===== config.mk =====
export PLATFORM = sky130hd
export DESIGN_NAME = async_fifo_wr_ctrl_flat
export DESIGN_NICKNAME = d
export VERILOG_FILES = /design/src/rtl/async_fifo_wr_ctrl_if.sv /design/src/rtl/async_fifo_wr_ctrl.sv /design/src/flat_wrapper.sv
export SDC_FILE = /design/constraint.sdc
export NUM_CORES = 1
export LEC_CHECK = 0
export BUFFER_PORTS_ARGS = -buffer_cell sky130_fd_sc_hd__buf_2
export CAP_MARGIN = 30
export CORE_MARGIN = 8
export CORE_UTILIZATION = 51
export CTS_CLUSTER_SIZE = 10
export DETAILED_ROUTE_END_ITERATION = 10
export GPL_TIMING_DRIVEN = 1
export PLACE_DENSITY = 0.8
export SYNTH_ARGS = -nofsm -noshare
export SYNTH_HDL_FRONTEND = slang
export SYNTH_SLANG_ARGS = --single-unit

===== constraint.sdc =====
create_clock -name W_CLK -period 4.3 [get_ports W_CLK]
set_clock_uncertainty 0.15 [all_clocks]
set_input_delay 0.43 -clock W_CLK [delete_from_list [all_inputs] [get_ports W_CLK]]
set_output_delay 0.43 -clock W_CLK [all_outputs]
set_load 0.02 [all_outputs]

===== src/rtl/async_fifo_wr_ctrl_if.sv =====
// async_fifo_wr_ctrl_if: producer/read-pointer side and memory side signals of the async FIFO write controller
interface async_fifo_wr_ctrl_if #(
  parameter int ADDR_WIDTH = 3
);
  logic                  wr_inc;
  logic [ADDR_WIDTH:0]   gray_rd_ptr;
  logic                  wr_en;
  logic [ADDR_WIDTH-1:0] wr_addr;
  logic [ADDR_WIDTH:0]   gray_wr_ptr;
  logic                  wr_full;
  logic                  wr_almost_full;
  logic [ADDR_WIDTH:0]   wr_level;
  logic                  wr_overflow;
  modport master (
    output wr_inc, gray_rd_ptr,
    input  wr_en, wr_addr, gray_wr_ptr, wr_full, wr_almost_full, wr_level, wr_overflow
  );
  modport slave (
    input  wr_inc, gray_rd_ptr,
    output wr_en, wr_addr, gray_wr_ptr, wr_full, wr_almost_full, wr_level, wr_overflow
  );
endinterface


===== src/rtl/async_fifo_wr_ctrl.sv =====
// async_fifo_wr_ctrl: write-domain pointer, full and overflow logic of an async FIFO; ASYNC_FIFO_WR_CTRL_LEVEL_EN adds wr_level/wr_almost_full
module async_fifo_wr_ctrl #(
  parameter int ADDR_WIDTH   = 3,
  parameter int SYNC_STAGES  = 2,
  parameter int AFULL_THRESH = 6
) (
  input logic                 W_CLK,
  input logic                 W_RST,
  async_fifo_wr_ctrl_if.slave bus
);
  localparam int PW = ADDR_WIDTH + 1;
  logic [PW-1:0] bin_q, bin_d, gray_q, gray_d, rq_sync;
  logic [PW-1:0] sync_q [SYNC_STAGES];
  logic          full_q, full_d, ovf_q, ovf_d, wr_en;
  assign rq_sync = sync_q[SYNC_STAGES-1];
  assign wr_en   = bus.wr_inc & ~full_q;
  assign bin_d   = bin_q + PW'(wr_en);
  assign gray_d  = bin_d ^ (bin_d >> 1);
  // full when write pointer is one lap ahead: Gray form differs in the two MSBs only
  assign full_d  = gray_d == (rq_sync ^ {2'b11, {(PW-2){1'b0}}});
  assign ovf_d   = ovf_q | (bus.wr_inc & full_q);
  always_ff @(posedge W_CLK or posedge W_RST)
    if (W_RST) begin
      bin_q  <= '0;
      gray_q <= '0;
      full_q <= 1'b0;
      ovf_q  <= 1'b0;
      for (int s = 0; s < SYNC_STAGES; s++) sync_q[s] <= '0;
    end else begin
      bin_q     <= bin_d;
      gray_q    <= gray_d;
      full_q    <= full_d;
      ovf_q     <= ovf_d;
      sync_q[0] <= bus.gray_rd_ptr;
      for (int s = 1; s < SYNC_STAGES; s++) sync_q[s] <= sync_q[s-1];
    end
  assign bus.wr_en       = wr_en;
  assign bus.wr_addr     = bin_q[ADDR_WIDTH-1:0];
  assign bus.gray_wr_ptr = gray_q;
  assign bus.wr_full     = full_q;
  assign bus.wr_overflow = ovf_q;
`ifdef ASYNC_FIFO_WR_CTRL_LEVEL_EN
  logic [PW-1:0] level_q, level_d;
  logic          afull_q, afull_d;
  function automatic logic [PW-1:0] g2b(input logic [PW-1:0] g);
    logic [PW-1:0] b;
    for (int i = 0; i < PW; i++) b[i] = ^(g >> i);
    return b;
  endfunction
  // stale synchronised read pointer only overestimates the level, never under
  assign level_d = bin_d - g2b(rq_sync);
  assign afull_d = level_d >= PW'(AFULL_THRESH);
  always_ff @(posedge W_CLK or posedge W_RST)
    if (W_RST) begin
      level_q <= '0;
      afull_q <= 1'b0;
    end else begin
      level_q <= level_d;
      afull_q <= afull_d;
    end
  assign bus.wr_level       = level_q;
  assign bus.wr_almost_full = afull_q;
`else
  assign bus.wr_level       = '0;
  assign bus.wr_almost_full = 1'b0;
`endif
endmodule

===== src/flat_wrapper.sv =====
// flat-port wrapper written by rule: the top's interface ports become plain ports
module async_fifo_wr_ctrl_flat 
#(
  parameter int ADDR_WIDTH   = 3,
  parameter int SYNC_STAGES  = 2,
  parameter int AFULL_THRESH = 6
)
  (W_CLK, W_RST, bus_wr_inc, bus_gray_rd_ptr, bus_wr_en, bus_wr_addr, bus_gray_wr_ptr, bus_wr_full, bus_wr_almost_full, bus_wr_level, bus_wr_overflow);
  async_fifo_wr_ctrl_if #(.ADDR_WIDTH(ADDR_WIDTH)) bus_i ();
  input logic W_CLK;
  input logic W_RST;
  input wire logic [$bits(bus_i.wr_inc)-1:0] bus_wr_inc;
  input wire logic [$bits(bus_i.gray_rd_ptr)-1:0] bus_gray_rd_ptr;
  output wire logic [$bits(bus_i.wr_en)-1:0] bus_wr_en;
  output wire logic [$bits(bus_i.wr_addr)-1:0] bus_wr_addr;
  output wire logic [$bits(bus_i.gray_wr_ptr)-1:0] bus_gray_wr_ptr;
  output wire logic [$bits(bus_i.wr_full)-1:0] bus_wr_full;
  output wire logic [$bits(bus_i.wr_almost_full)-1:0] bus_wr_almost_full;
  output wire logic [$bits(bus_i.wr_level)-1:0] bus_wr_level;
  output wire logic [$bits(bus_i.wr_overflow)-1:0] bus_wr_overflow;
  assign bus_i.wr_inc = bus_wr_inc;
  assign bus_i.gray_rd_ptr = bus_gray_rd_ptr;
  assign bus_wr_en = bus_i.wr_en;
  assign bus_wr_addr = bus_i.wr_addr;
  assign bus_gray_wr_ptr = bus_i.gray_wr_ptr;
  assign bus_wr_full = bus_i.wr_full;
  assign bus_wr_almost_full = bus_i.wr_almost_full;
  assign bus_wr_level = bus_i.wr_level;
  assign bus_wr_overflow = bus_i.wr_overflow;
  async_fifo_wr_ctrl #(.ADDR_WIDTH(ADDR_WIDTH), .SYNC_STAGES(SYNC_STAGES), .AFULL_THRESH(AFULL_THRESH)) u_core (.W_CLK(W_CLK), .W_RST(W_RST), .bus(bus_i));
endmodule

==> flow_metrics.py <==
metrics = {
    "status": {
        "outcome": "completed",
    },
    "layout": {
        "final_cells": 88,
        "finalCoreUtilization_pct": 62.0,
        "drive_gt1_share_pct": 28.8,
        "filler_cell_count": 108,
        "finalNetCount": 83,
        "post-route-cell-area_um2": 807,
        "ant_diodes": 0,
        "layout-area-overhead-vs-synth_pct": 14.0,
    },
    "sta": {
        "final-hold-violation-count": 0,
        "tightest_slew_ns": 0.607,
        "pins_over_slew_limit": 0,
        "setup_violations": 0,
        "setup_slack_ns": 2.17,
        "timing.fmax_ghz": 0.469,
        "final.min_clock_period_ns": 2.13,
        "totalNegativeSetupSlack_ns": 0,
        "fin_crit_sh_pct": 49.6,
        "unrepaired_setup_endpoints_after_global_routing": "false",
        "relSlewSlack_pct": 59.5,
    },
    "synth": {
        "ys_seq_elements": 17,
        "post_synth_main_area_contributors": "dfrtp_1 (60%), xor2_1 (7.4%), buf_4 (5.3%)",
        "synth_area_per_cell_um2": 12.9,
        "synth_top_area_cell": "dfrtp_1",
        "synth_cell_type_count": 21,
        "yosysMostFrequentCell": "dfrtp_1",
        "synth_area_um2": 708,
        "synth.yosys.seq_area_share_pct": 60.1,
        "postSynth.topFlopCell": "dfrtp_1",
        "postSynthCellCount": 55,
        "synth_edf_count": 0,
        "ys.warnings.count": 0,
        "area_share_of_the_largest_cell_type_after_synthesis_pct": 60.1,
        "ys_top_cells_by_count": "dfrtp_1 (17), xor2_1 (6), buf_4 (5), xnor2_1 (4)",
        "asyncSetResetFlopFracSynth_pct": 100,
    },
    "worst_setup_path": {
        "timing.critical_path.max_delay_family": "adder cells",
        "cp_num_buf_inv": 0,
        "cpMaxStageDelayCell": "dfrtp_1",
        "cp_data_arrival_time_ns": 2.15,
        "crit_chain": "nor2b_1 > ha_1 > ha_1 > xor2_1 > xor2_1 > mux2i_1 > nor4_2",
        "critical-path-max-stage-delay_ns": 0.42,
        "worstSetupStartpointType": "flop",
        "path_class": "flop to flop",
        "reg2reg_setup_slack_ns": 2.17,
        "r2r_start": "u_core.bus.wr_full",
        "cp-startpoint": "u_core.bus.wr_full",
        "required_ns": 4.32,
        "crit_path_max_fo": 5,
        "critical_path.endpoint_type": "flop",
    },
    "floorplan": {
        "die-width_um": 53.3,
        "number_of_top_level_pins": 22,
        "core.rowCount": 13,
        "placeable_core_area_um2": 1300,
        "initial_core_util_pct": 54.4,
        "floorplan.die.height_um": 53.3,
        "die_footprint_um2": 2840,
    },
    "place": {
        "io_port_bufs": 16,
        "dpl.hpwl_um": 921,
        "dpl_cell_area_um2": 781,
        "place.gp.congestion": 0.746,
        "placed_cells": 84,
        "post-place-ws_ns": 2.04,
    },
    "clocking": {
        "tritoncts.num_buffers": 3,
        "clkSlewWorstSetupHoldPaths_ns": 0.09,
        "cts-root-to-sink-buffers": 2,
        "cts-resized-gates": 0,
        "tritoncts": "done",
        "post-cts-setup-buffer-count": 0,
        "cts_root_buf": "clkbuf_4",
        "clk-insertion-delay-late_ns": 0.28,
        "postCtsHoldBufs": 0,
        "number_of_sinks_on_the_clock_net": 17,
        "htree_num_levels": 1,
    },
    "drt": {
        "postRouteWirelength_um": 1140,
        "antenna_nets_post_route": 0,
        "route.detailed.vias_per_inst": 4.89,
        "route.detailed.drc": 0,
        "drt_pass1_iterations": 4,
        "detail_route.iter0.violations": 1,
        "avgRoutedWirePerCell_um": 12.9,
        "num_vias": 430,
    },
    "global_route": {
        "first_global_vias": 437,
        "grt_max_degree": 18,
        "grt_overflow": 0,
        "globalRouteMet1Util_pct": 8.35,
        "grt_first_pass_wirelength_um": 1770,
        "initial_antenna_violation_count": 0,
        "track_usage_pct": 9.01,
        "use_met2_pct": 14.1,
        "grtUsageMet3_pct": 5.04,
        "top_usage_layer": "met2",
    },
    "pwr": {
        "power.density_cell_area_nw_per_um2": 820,
        "ir_drop_mv": 0.442,
        "leakagePower_nw": 0.395,
    },
    "min_path": {
        "hold_path_class": "input pin to async pin",
    },
    "flow_run": {
        "cap_violations": 0,
    },
}
[layout by cell type, fill, tap and decap left out]
cell	instances
nor4_2	1
clkbuf_4	3
ha_1	2
xor2_1	6
o211ai_1	1
mux2i_1	1
a21o_1	1
conb_1	5
nor2b_1	3
nand2b_1	1
nand2_1	3
dfrtp_1	17
nand3_2	1
xnor2_1	4
buf_2	16
inv_1	1
o21a_1	1
o21ai_0	1
a2bb2oi_1	1
a21oi_1	2
clkbuf_1	1
or2_1	1
[final cells by class]
type	count	area [µm²]	share of cell area (%)
clock buffer	4	26.3	3.26
tap	15	18.8	2.33
inverter	1	3.75	0.465
sequential	17	425	52.7
timing repair buffer	16	80.1	9.92
multi-input combinational	35	253	31.3
[per-stage QoR]
stage	hold WS [ns]	power [mW]
after floorplan	0.181	0.503
after global placement	0.181	0.574
after detailed placement	0.185	0.587
after CTS	0.0673	0.669
after global routing	0.0775	0.707
final	0.0521	0.662
[final timing paths]
path / end / cells past startpoint
min: u_core.bus.gray_wr_ptr[1] / 2
max in group asynchronous: u_core.bin_q[2] / 2
max: u_core.bus.wr_full / 7
max reg2reg: u_core.bus.wr_full / 7
min in group W_CLK: u_core.sync_q[5] / 1
min reg2reg: u_core.rq_sync[2] / 0
[cells by family after synthesis]
| group | share of synthesized area [%] |
|---|---|
| and+or+nand+nor | 9.19 |
| DFF | 60.1 |
| xor gates and xnor gates | 12.4 |
| AOI/OAI and AO/OA | 6.54 |
| other | 0.530 |
| buffers and inverters | 6.36 |
| muxes | 1.41 |
| adders and majority gates | 3.53 |
[state kept, by name (all words and copies together), names as in the netlist]
signal and count:
u_core.bus.gray_wr_ptr 3, u_core.rq_sync 4, u_core.bin_q 4, u_core.sync_q 4, u_core.bus.wr_full 1, u_core.bus.wr_overflow 1
[report_power, final]
part	leakage (nW)	switching, mW	total [mW]	internal (mW)
registers	0.199	0.0370	0.246	0.209
logic	0.181	0.196	0.334	0.138
clock network	0.0150	0.0454	0.0814	0.0360
total	0.395	0.279	0.662	0.383
[per-layer routing]
| layer | wire length [µm] | share of wire [%] | vias to the layer above |
|---|---|---|---|
| met1 | 445 | 39 | 204 |
| met3 | 134 | 12 | 5 |
| li1 | - | - | 203 |
| met2 | 522 | 46 | 18 |
| met4 | 33 | 2.9 | 0 |
| met5 | 0 | 0 | - |
No activity file was read; power rests on OpenSTA's default activity.
